## src/rtl/rv32e_decode_stage_if.sv

```systemverilog
// Fetch-to-ALU decode bus: raw instruction in, decoded control word out.
// The decoder takes the slave modport; the producer/consumer side takes master.
interface rv32e_decode_stage_if;
    logic        flush;
    logic        in_valid;
    logic        in_ready;
    logic [31:0] in_inst;
    logic [31:0] in_pc;
    logic        out_valid;
    logic        out_ready;
    logic [4:0]  out_op_sel;
    logic [31:0] out_imm;
    logic [3:0]  out_rs1;
    logic [3:0]  out_rs2;
    logic [3:0]  out_rd;
    logic        out_rd_we;
    logic [31:0] out_pc;
    logic        out_illegal;

    modport slave (
        input  flush, in_valid, in_inst, in_pc, out_ready,
        output in_ready, out_valid, out_op_sel, out_imm, out_rs1, out_rs2,
               out_rd, out_rd_we, out_pc, out_illegal
    );

    modport master (
        output flush, in_valid, in_inst, in_pc, out_ready,
        input  in_ready, out_valid, out_op_sel, out_imm, out_rs1, out_rs2,
               out_rd, out_rd_we, out_pc, out_illegal
    );
endinterface

```

## src/rtl/rv32e_decode_stage.sv

```systemverilog
// RV32E decoder: same-cycle decode into an output register backed by a skid
// register, so backpressure never stalls the accept path combinationally.
module rv32e_decode_stage (
    input  logic                  clk,
    input  logic                  rst,
    rv32e_decode_stage_if.slave   bus
);

    localparam logic [4:0] OP_ADD   = 5'd0;
    localparam logic [4:0] OP_SUB   = 5'd1;
    localparam logic [4:0] OP_AND   = 5'd2;
    localparam logic [4:0] OP_OR    = 5'd3;
    localparam logic [4:0] OP_XOR   = 5'd4;
    localparam logic [4:0] OP_SLL   = 5'd5;
    localparam logic [4:0] OP_SRL   = 5'd6;
    localparam logic [4:0] OP_SRA   = 5'd7;
    localparam logic [4:0] OP_SLT   = 5'd8;
    localparam logic [4:0] OP_ADDI  = 5'd9;
    localparam logic [4:0] OP_ANDI  = 5'd10;
    localparam logic [4:0] OP_ORI   = 5'd11;
    localparam logic [4:0] OP_XORI  = 5'd12;
    localparam logic [4:0] OP_SLLI  = 5'd13;
    localparam logic [4:0] OP_SRLI  = 5'd14;
    localparam logic [4:0] OP_SRAI  = 5'd15;
    localparam logic [4:0] OP_SLTI  = 5'd16;
    localparam logic [4:0] OP_BEQ   = 5'd17;
    localparam logic [4:0] OP_BNE   = 5'd18;
    localparam logic [4:0] OP_BLT   = 5'd19;
    localparam logic [4:0] OP_BGE   = 5'd20;
    localparam logic [4:0] OP_LUI   = 5'd21;
    localparam logic [4:0] OP_AUIPC = 5'd22;
    localparam logic [4:0] OP_JAL   = 5'd23;
    localparam logic [4:0] OP_JALR  = 5'd24;

    localparam logic [6:0] OPC_R      = 7'b0110011;
    localparam logic [6:0] OPC_I      = 7'b0010011;
    localparam logic [6:0] OPC_BRANCH = 7'b1100011;
    localparam logic [6:0] OPC_LUI    = 7'b0110111;
    localparam logic [6:0] OPC_AUIPC  = 7'b0010111;
    localparam logic [6:0] OPC_JAL    = 7'b1101111;
    localparam logic [6:0] OPC_JALR   = 7'b1100111;

    typedef struct packed {
        logic [4:0]  op_sel;
        logic [31:0] imm;
        logic [3:0]  rs1;
        logic [3:0]  rs2;
        logic [3:0]  rd;
        logic        rd_we;
        logic [31:0] pc;
        logic        illegal;
    } dec_word_t;

    logic [31:0] inst;
    logic [6:0]  opcode;
    logic [2:0]  funct3;
    logic [6:0]  funct7;
    logic [31:0] imm_i;
    logic [31:0] imm_sh;
    logic [31:0] imm_b;
    logic [31:0] imm_j;
    logic [31:0] imm_u;

    assign inst   = bus.in_inst;
    assign opcode = inst[6:0];
    assign funct3 = inst[14:12];
    assign funct7 = inst[31:25];
    assign imm_i  = {{20{inst[31]}}, inst[31:20]};
    assign imm_sh = {27'd0, inst[24:20]};
    assign imm_b  = {{20{inst[31]}}, inst[7], inst[30:25], inst[11:8], 1'b0};
    assign imm_j  = {{12{inst[31]}}, inst[19:12], inst[20], inst[30:21], 1'b0};
    assign imm_u  = {inst[31:12], 12'd0};

    logic       legal;
    logic       use_rs1;
    logic       use_rs2;
    logic       use_rd;
    logic       reg_bad;
    logic       is_illegal;
    logic [4:0] op_raw;
    logic [31:0] imm_raw;
    dec_word_t  dec;

    always_comb begin
        legal   = 1'b1;
        use_rs1 = 1'b0;
        use_rs2 = 1'b0;
        use_rd  = 1'b0;
        op_raw  = OP_ADD;
        imm_raw = 32'd0;
        case (opcode)
            OPC_R: begin
                use_rs1 = 1'b1;
                use_rs2 = 1'b1;
                use_rd  = 1'b1;
                // funct7 0x20 is only meaningful for SUB and SRA
                if (!((funct7 == 7'h00) ||
                      (funct7 == 7'h20 && (funct3 == 3'b000 || funct3 == 3'b101))))
                    legal = 1'b0;
                case (funct3)
                    3'b000:  op_raw = funct7[5] ? OP_SUB : OP_ADD;
                    3'b001:  op_raw = OP_SLL;
                    3'b010:  op_raw = OP_SLT;
                    3'b100:  op_raw = OP_XOR;
                    3'b101:  op_raw = funct7[5] ? OP_SRA : OP_SRL;
                    3'b110:  op_raw = OP_OR;
                    3'b111:  op_raw = OP_AND;
                    default: legal  = 1'b0;
                endcase
            end
            OPC_I: begin
                use_rs1 = 1'b1;
                use_rd  = 1'b1;
                imm_raw = imm_i;
                case (funct3)
                    3'b000: op_raw = OP_ADDI;
                    3'b001: begin
                        op_raw  = OP_SLLI;
                        imm_raw = imm_sh;
                        if (funct7 != 7'h00) legal = 1'b0;
                    end
                    3'b010: op_raw = OP_SLTI;
                    3'b100: op_raw = OP_XORI;
                    3'b101: begin
                        imm_raw = imm_sh;
                        if (funct7 == 7'h00)      op_raw = OP_SRLI;
                        else if (funct7 == 7'h20) op_raw = OP_SRAI;
                        else                      legal  = 1'b0;
                    end
                    3'b110:  op_raw = OP_ORI;
                    3'b111:  op_raw = OP_ANDI;
                    default: legal  = 1'b0;
                endcase
            end
            OPC_BRANCH: begin
                use_rs1 = 1'b1;
                use_rs2 = 1'b1;
                imm_raw = imm_b;
                case (funct3)
                    3'b000:  op_raw = OP_BEQ;
                    3'b001:  op_raw = OP_BNE;
                    3'b100:  op_raw = OP_BLT;
                    3'b101:  op_raw = OP_BGE;
                    default: legal  = 1'b0;
                endcase
            end
            OPC_LUI: begin
                use_rd  = 1'b1;
                op_raw  = OP_LUI;
                imm_raw = imm_u;
            end
            OPC_AUIPC: begin
                use_rd  = 1'b1;
                op_raw  = OP_AUIPC;
                imm_raw = imm_u;
            end
            OPC_JAL: begin
                use_rd  = 1'b1;
                op_raw  = OP_JAL;
                imm_raw = imm_j;
            end
            OPC_JALR: begin
                use_rs1 = 1'b1;
                use_rd  = 1'b1;
                op_raw  = OP_JALR;
                imm_raw = imm_i;
                if (funct3 != 3'b000) legal = 1'b0;
            end
            default: legal = 1'b0;
        endcase
        if (inst[1:0] != 2'b11) legal = 1'b0;

        // RV32E has x0-x15 only: bit 4 of any consulted register field traps
        reg_bad    = (use_rs1 & inst[19]) | (use_rs2 & inst[24]) | (use_rd & inst[11]);
        is_illegal = ~legal | reg_bad;

        dec         = '0;
        dec.rs1     = inst[18:15];
        dec.rs2     = inst[23:20];
        dec.rd      = inst[10:7];
        dec.pc      = bus.in_pc;
        dec.illegal = is_illegal;
        dec.op_sel  = is_illegal ? OP_ADD : op_raw;
        dec.imm     = is_illegal ? 32'd0 : imm_raw;
        dec.rd_we   = use_rd & ~is_illegal & (inst[11:7] != 5'd0);
    end

    // Handshake: a word transfers on any rising edge where valid & ready are
    // both high; valid never depends on ready, and in_ready is ~S.valid only.
    dec_word_t o_q;
    dec_word_t s_q;
    logic      o_valid;
    logic      s_valid;
    logic      accept;
    logic      o_free;

    assign accept = bus.in_valid & ~s_valid;
    assign o_free = ~o_valid | bus.out_ready;

    always_ff @(posedge clk or posedge rst) begin
        if (rst) begin
            o_q     <= '0;
            s_q     <= '0;
            o_valid <= 1'b0;
            s_valid <= 1'b0;
        end else if (bus.flush) begin
            o_valid <= 1'b0;
            s_valid <= 1'b0;
        end else if (o_free) begin
            if (s_valid) begin
                o_q     <= s_q;
                o_valid <= 1'b1;
                s_valid <= accept;
                if (accept) s_q <= dec;
            end else begin
                o_valid <= accept;
                if (accept) o_q <= dec;
            end
        end else if (accept) begin
            s_q     <= dec;
            s_valid <= 1'b1;
        end
    end

    assign bus.in_ready    = ~s_valid;
    assign bus.out_valid   = o_valid;
    assign bus.out_op_sel  = o_q.op_sel;
    assign bus.out_imm     = o_q.imm;
    assign bus.out_rs1     = o_q.rs1;
    assign bus.out_rs2     = o_q.rs2;
    assign bus.out_rd      = o_q.rd;
    assign bus.out_rd_we   = o_q.rd_we;
    assign bus.out_pc      = o_q.pc;
    assign bus.out_illegal = o_q.illegal;

endmodule

```

## src/flat_wrapper.sv

```systemverilog
// flat-port wrapper written by rule: the top's interface ports become plain ports
module rv32e_decode_stage_flat 
  (clk, rst, bus_flush, bus_in_valid, bus_in_inst, bus_in_pc, bus_out_ready, bus_in_ready, bus_out_valid, bus_out_op_sel, bus_out_imm, bus_out_rs1, bus_out_rs2, bus_out_rd, bus_out_rd_we, bus_out_pc, bus_out_illegal);
  rv32e_decode_stage_if bus_i ();
  input  logic clk;
  input  logic rst;
  input wire logic [$bits(bus_i.flush)-1:0] bus_flush;
  input wire logic [$bits(bus_i.in_valid)-1:0] bus_in_valid;
  input wire logic [$bits(bus_i.in_inst)-1:0] bus_in_inst;
  input wire logic [$bits(bus_i.in_pc)-1:0] bus_in_pc;
  input wire logic [$bits(bus_i.out_ready)-1:0] bus_out_ready;
  output wire logic [$bits(bus_i.in_ready)-1:0] bus_in_ready;
  output wire logic [$bits(bus_i.out_valid)-1:0] bus_out_valid;
  output wire logic [$bits(bus_i.out_op_sel)-1:0] bus_out_op_sel;
  output wire logic [$bits(bus_i.out_imm)-1:0] bus_out_imm;
  output wire logic [$bits(bus_i.out_rs1)-1:0] bus_out_rs1;
  output wire logic [$bits(bus_i.out_rs2)-1:0] bus_out_rs2;
  output wire logic [$bits(bus_i.out_rd)-1:0] bus_out_rd;
  output wire logic [$bits(bus_i.out_rd_we)-1:0] bus_out_rd_we;
  output wire logic [$bits(bus_i.out_pc)-1:0] bus_out_pc;
  output wire logic [$bits(bus_i.out_illegal)-1:0] bus_out_illegal;
  assign bus_i.flush = bus_flush;
  assign bus_i.in_valid = bus_in_valid;
  assign bus_i.in_inst = bus_in_inst;
  assign bus_i.in_pc = bus_in_pc;
  assign bus_i.out_ready = bus_out_ready;
  assign bus_in_ready = bus_i.in_ready;
  assign bus_out_valid = bus_i.out_valid;
  assign bus_out_op_sel = bus_i.out_op_sel;
  assign bus_out_imm = bus_i.out_imm;
  assign bus_out_rs1 = bus_i.out_rs1;
  assign bus_out_rs2 = bus_i.out_rs2;
  assign bus_out_rd = bus_i.out_rd;
  assign bus_out_rd_we = bus_i.out_rd_we;
  assign bus_out_pc = bus_i.out_pc;
  assign bus_out_illegal = bus_i.out_illegal;
  rv32e_decode_stage u_core (.clk(clk), .rst(rst), .bus(bus_i));
endmodule
```

## config.mk

```make
export PLATFORM = sky130hd
export DESIGN_NAME = rv32e_decode_stage_flat
export DESIGN_NICKNAME = d
export VERILOG_FILES = /design/src/rtl/rv32e_decode_stage_if.sv /design/src/rtl/rv32e_decode_stage.sv /design/src/flat_wrapper.sv
export SDC_FILE = /design/constraint.sdc
export NUM_CORES = 1
export LEC_CHECK = 0
export CORE_AREA = 3 3 132 134
export DETAILED_ROUTE_END_ITERATION = 12
export DIE_AREA = 0 0 135 137
export GPL_ROUTABILITY_DRIVEN = 0
export PLACE_DENSITY = 0.75
export SYNTH_ARGS = -nofsm -noshare
export SYNTH_HDL_FRONTEND = slang
export SYNTH_SLANG_ARGS = --single-unit
```

## constraint.sdc

```tcl
create_clock -name clk -period 9.47 [get_ports clk]
set_input_delay 1.894 -clock clk [delete_from_list [all_inputs] [get_ports clk]]
set_output_delay 1.894 -clock clk [all_outputs]
set_load 0.005 [all_outputs]
```

Word-level counts from Yosys, hierarchy flattened
Index checks and enable logic that the tools add are counted.

storage, ports and cells
  register bits after elaboration = 168
  output and inout port bits = 85

cells by class
  mux-type cells = 37
  reduce and logical (&&, ||, !) cells = 22
  bitwise logic cells = 15
  equality and inequality tests = 16

operator list
  kind                count
  $mux 83             5
  $pmux 32 s5         1
  $pmux 5 s7          3
  $mux 32             2
  $eq 7x6->1 const B  3
  $eq 7x7->1 const B  3
  $mux 1              20
  $pmux 5 s4          1
  $eq 7x5->1 const B  2
  $eq 3x3->1 const B  4
  $mux 5              2
  $reduce_or 4->1     2
  $logic_not 7->1     1
  $reduce_bool 7->1   1
  $reduce_or 7->1     1
  $and 1x1->1         6
  $reduce_bool 3->1   2
  $reduce_or 2->1     3
  $reduce_or 6->1     1
  $not 1->1           5
  $pmux 1 s5          1
  $reduce_bool 5->1   1
  $reduce_or 5->1     1
  $mux 4              1
  13 further kinds    18

Longest topological paths before layout
  word-level depth = 16
  gate-level depth with buffers = 7

Worst setup path before layout
OpenSTA, ideal clock, no wires.

  path type = input port to flip-flop
  from = input port bus_in_inst[6]
  to = register u_core.o_q (netlist bit u_core.bus.out_imm[12])
  data required time = 9.335 ns
  data arrival time = 3.425 ns
  buffers on the path = 2
  library setup time = 0.135 ns
  stages = 7
  path slack = 5.910 ns
  cell sequence = buf_2 > or4b_4 > a2111oi_4 > a211oi_2 > o211ai_4 > buf_4 > o31ai_1

on the way
  word-level cells in the longest chain between the ends = 10

ends and longest elaborated chain
  what                                                                 line                       text
  from (decl)                                                          flat_wrapper.sv:9          input wire logic [$bits(bus_i.in_inst)-1:0] bus_in_inst;
  $eq 7x6->1 (tied with other cells)                                   rv32e_decode_stage.sv:91   case (opcode)
  $reduce_or 4->1 (no line) / $reduce_or 2->1 (equally long branches)  --
  $mux 1                                                               rv32e_decode_stage.sv:91
  $and 1x1->1                                                          rv32e_decode_stage.sv:174  reg_bad = (use_rs1 & inst[19]) | (use_rs2 & inst[24]) | (use_rd & inst[11]);
  $or 1x1->1 (2 in series)                                             rv32e_decode_stage.sv:174
  $or 1x1->1                                                           rv32e_decode_stage.sv:175  is_illegal = ~legal | reg_bad;
  $mux 32 *                                                            rv32e_decode_stage.sv:184  dec.imm = is_illegal ? 32'd0 : imm_raw;
  $mux 83 *                                                            rv32e_decode_stage.sv:217  if (accept) o_q <= dec;
  $mux 83 *                                                            rv32e_decode_stage.sv:210  if (s_valid) begin
  to (signal assigned)                                                 rv32e_decode_stage.sv:211  o_q <= s_q;
  to (decl)                                                            rv32e_decode_stage.sv:190  dec_word_t o_q;

Every way passes the cells marked *; elsewhere a longest branch is shown, timed or not. The select of a mux whose other input is x is not followed.
A chain may end at the register's enable or synchronous reset.

Worst setup path after layout
  from = input port bus_in_inst[3]
  to = register u_core.o_q (netlist bit u_core.bus.out_imm[24])

The elaborated chain is that of the path after synthesis.

==> key figures <==
Status
  • Status: complete, no violations

Routing
  • Initial drt markers: 529
  • Mean number of vias per cell: 5.59
  • Post-route ant nets: 0
  • Vias after detailed routing: 6668
  • DRT Wirelength: 21.0 mm
  • DRC violations left: 0
  • 1st-pass router iterations: 4
  • DR WL/cell: 17.6 um

Flow run
  • # Max-Cap Violations: 0

Die
  • I/O pin count: 154
  • Core ar.: 16400 um^2
  • Die X: 135 um
  • Initial Utilization: 0.482
  • Die Ht: 137 um
  • Core Rows: 47
  • Die area: 18500 um^2

Logic synthesis
  • Synthesized net count: 919
  • Synth Cell Area: 7910 um^2
  • Yosys reg bits: 168
  • Post-synth cell types: 61
  • Avg Synthesized Cell Area: 9.30 um^2
  • Ys flop type: dfrtp_1
  • Post-Syn Instances: 850
  • Seq/Total Area, Yosys: 0.532
  • Synth warn: 0
  • FFs w/ async S/R, synth: 1.00
  • Number of synthesized flops with an enable pin: 0

Finish
  • Design area: 10100 um^2
  • Layout cells sized above 1: 0.0576
  • Post-route insts no fill: 1193
  • Nets@finish: 1029
  • P&R area growth vs syn: 27.6%
  • # diodes: 0
  • Util after Layout: 0.615

STA
  • Final min period: 4240 ps
  • Setup tns final: 0 ps
  • Final critical-path share of the clock period: 0.448
  • Max-slew violations: 0
  • Max transition margin: 0.230
  • RSZ-0062 raised after global routing: no
  • Setup Skew: 9.22 ps
  • Fmax: 236 MHz
  • Worst Tran Pin Value: 1160 ps
  • Final setup fails: 0
  • Fin. Hold Viols: 0

Worst setup path
  • Data required time of the worst path: 9760 ps
  • Worst r2r dst: u_core.bus.out_imm[4]
  • Type of the worst setup path: in -> reg
  • Crit path to: u_core.bus.out_imm[24]
  • Nature of the critical path endpoint: register
  • Top fanout value on the critical path: 46
  • Crit path from: bus_in_inst[3]
  • Reg-to-Reg Start: u_core.s_valid
  • Crit start category: input port
  • FF-to-FF path depth: 6
  • WP data arrival: 4540 ps
  • Worst reg2reg setup slack: 6170 ps

Clock network
  • CTS root buffer: clkbuf_16
  • Setup Fix Bufs, Post-CTS: 0
  • Clock transition at path regs: 70 ps
  • Hold buffers post-CTS: 0
  • Clock Tree Buf Depth: 2
  • Clk sinks: 168
  • CTS resizes: 0
  • CTS tree: done
  • Clk Latency, worst-skew pair: 430 ps
  • H-tree depth: 4
  • CTS Buf Count: 17

Power
  • Pwr dens: 173 nW/um^2
  • Max IR drop VDD: 0.128 mV
  • Pleak: 0.00439 uW

GRT
  • Initial antenna violation count: 0
  • Pin count of the biggest net entering global routing: 118
  • Number of global-route vias before repair: 6242
  • Total track usage: 0.225
  • First-pass GRT wire length: 33.1 mm
  • Total grt overflow: 0

Hold path
  • Worst hold path class: reg -> reg
  • Hold depth: 2

Placement
  • Post-DP HPWL: 13.3 mm
  • Port Buffers: 153
  • Post-placement cell count: 1161
  • Post-Place Cell Area: 9520 um^2
## metrics by stage
step | total power [uW] | setup WS, ps | hold slack (ps)
2_1_floorplan | 952 | 3030 | 440
3_3_place_gp | 1080 | 4860 | 452
3_5_place_dp | 1090 | 4790 | 457
4_1_cts | 1760 | 5260 | 472
5_1_grt | 1830 | 5000 | 489
6_report | 1750 | 5230 | 468
## sequential cells by signal, summed over array words and instances (netlist names), 4 cells and up
name / cells
u_core.bus.out_pc: 32
u_core.s_q: 83
u_core.bus.out_imm: 32
u_core.bus.out_rd: 4
u_core.bus.out_rs1: 4
u_core.bus.out_rs2: 4
u_core.bus.out_op_sel: 5
## worst max-delay path, cell delays in order
cell	delay, ps
clkdlybuf4s50_1	780
or3b_2	630
o311ai_1	330
a211oi_2	120
o21ai_4	110
buf_4	460
o31ai_1	170
## layer usage
metal  up-vias  track usage  routed length, um
li1       3199            -                  -
met1      3222        0.311               9220
met2       222        0.361              10200
met3        25       0.0423               1140
met4         0       0.0756                386
met5         -            0                  0
## report_power, final
part	internal, uW	switching, uW
sequential	792	39.0
combinational	121	122
clock	369	307
total	1280	468
## cells in the mapped netlist, types with 3 or more instances
master    instances  area [um^2]
a22oi_1           5         37.5
a211oi_1          3         22.5
a21oi_1          65          325
o21ai_0          52          260
nor2_1           16         60.1
buf_1             4         15.0
mux2i_1          44          440
dfrtp_1         168         4200
nor2b_1           3         18.8
inv_1             8         30.0
nand3_1          16         80.1
nand2b_1          6         37.5
o31ai_1          63          473
nor3_1            5         25.0
and3_1           37          231
o21ai_1          12         60.1
clkbuf_1         53          199
nand2_1         228          856
buf_2             9         45.0
## cells in the final DEF, fill, tap and decap left out, types with 5 or more instances in the layout
master	instances
nand2_1	227
buf_4	7
o21ai_1	12
o21ai_0	52
clkdlybuf4s50_1	153
o31ai_1	63
nand3_1	16
dfrtp_1	167
mux2i_1	44
a21oi_1	65
nand2b_1	6
clkbuf_16	17
and3_1	37
nor2_1	16
a22oi_1	5
inv_1	7
## worst min path at each step
stage                         startpoint             end  slack (ps)
after floorplan           u_core.s_q[46]  u_core.s_q[46]         440
after global placement    u_core.s_q[58]  u_core.s_q[58]         450
after detailed placement  u_core.s_q[57]  u_core.s_q[57]         460
after CTS                 u_core.s_q[57]  u_core.s_q[57]         470
after global routing      u_core.s_q[74]  u_core.s_q[74]         490
final                     u_core.s_q[57]  u_core.s_q[57]         470
## area by class of cell
class                   count  area, um^2
inverters                   8        35.0
repair buffers            160        1580
clock inverters            15         149
clock buffers              17         425
multi-input cells         605        3420
well taps                 220         275
flip-flops and latches    168        4210
fillers                  1407        6310
## kinds of logic (layout without fill, tap and decap cells)
family,Yosys count,after routing,share of synthesized area
flip-flops,168,168,0.532
AO/OA/AOI/OAI,227,227,0.184
XOR/XNOR,2,2,0.00222
buffers and inverters,77,200,0.0399
AND/OR/NAND/NOR,331,331,0.186
multiplexers,45,45,0.0571
Power figures use the tool's default switching activity.
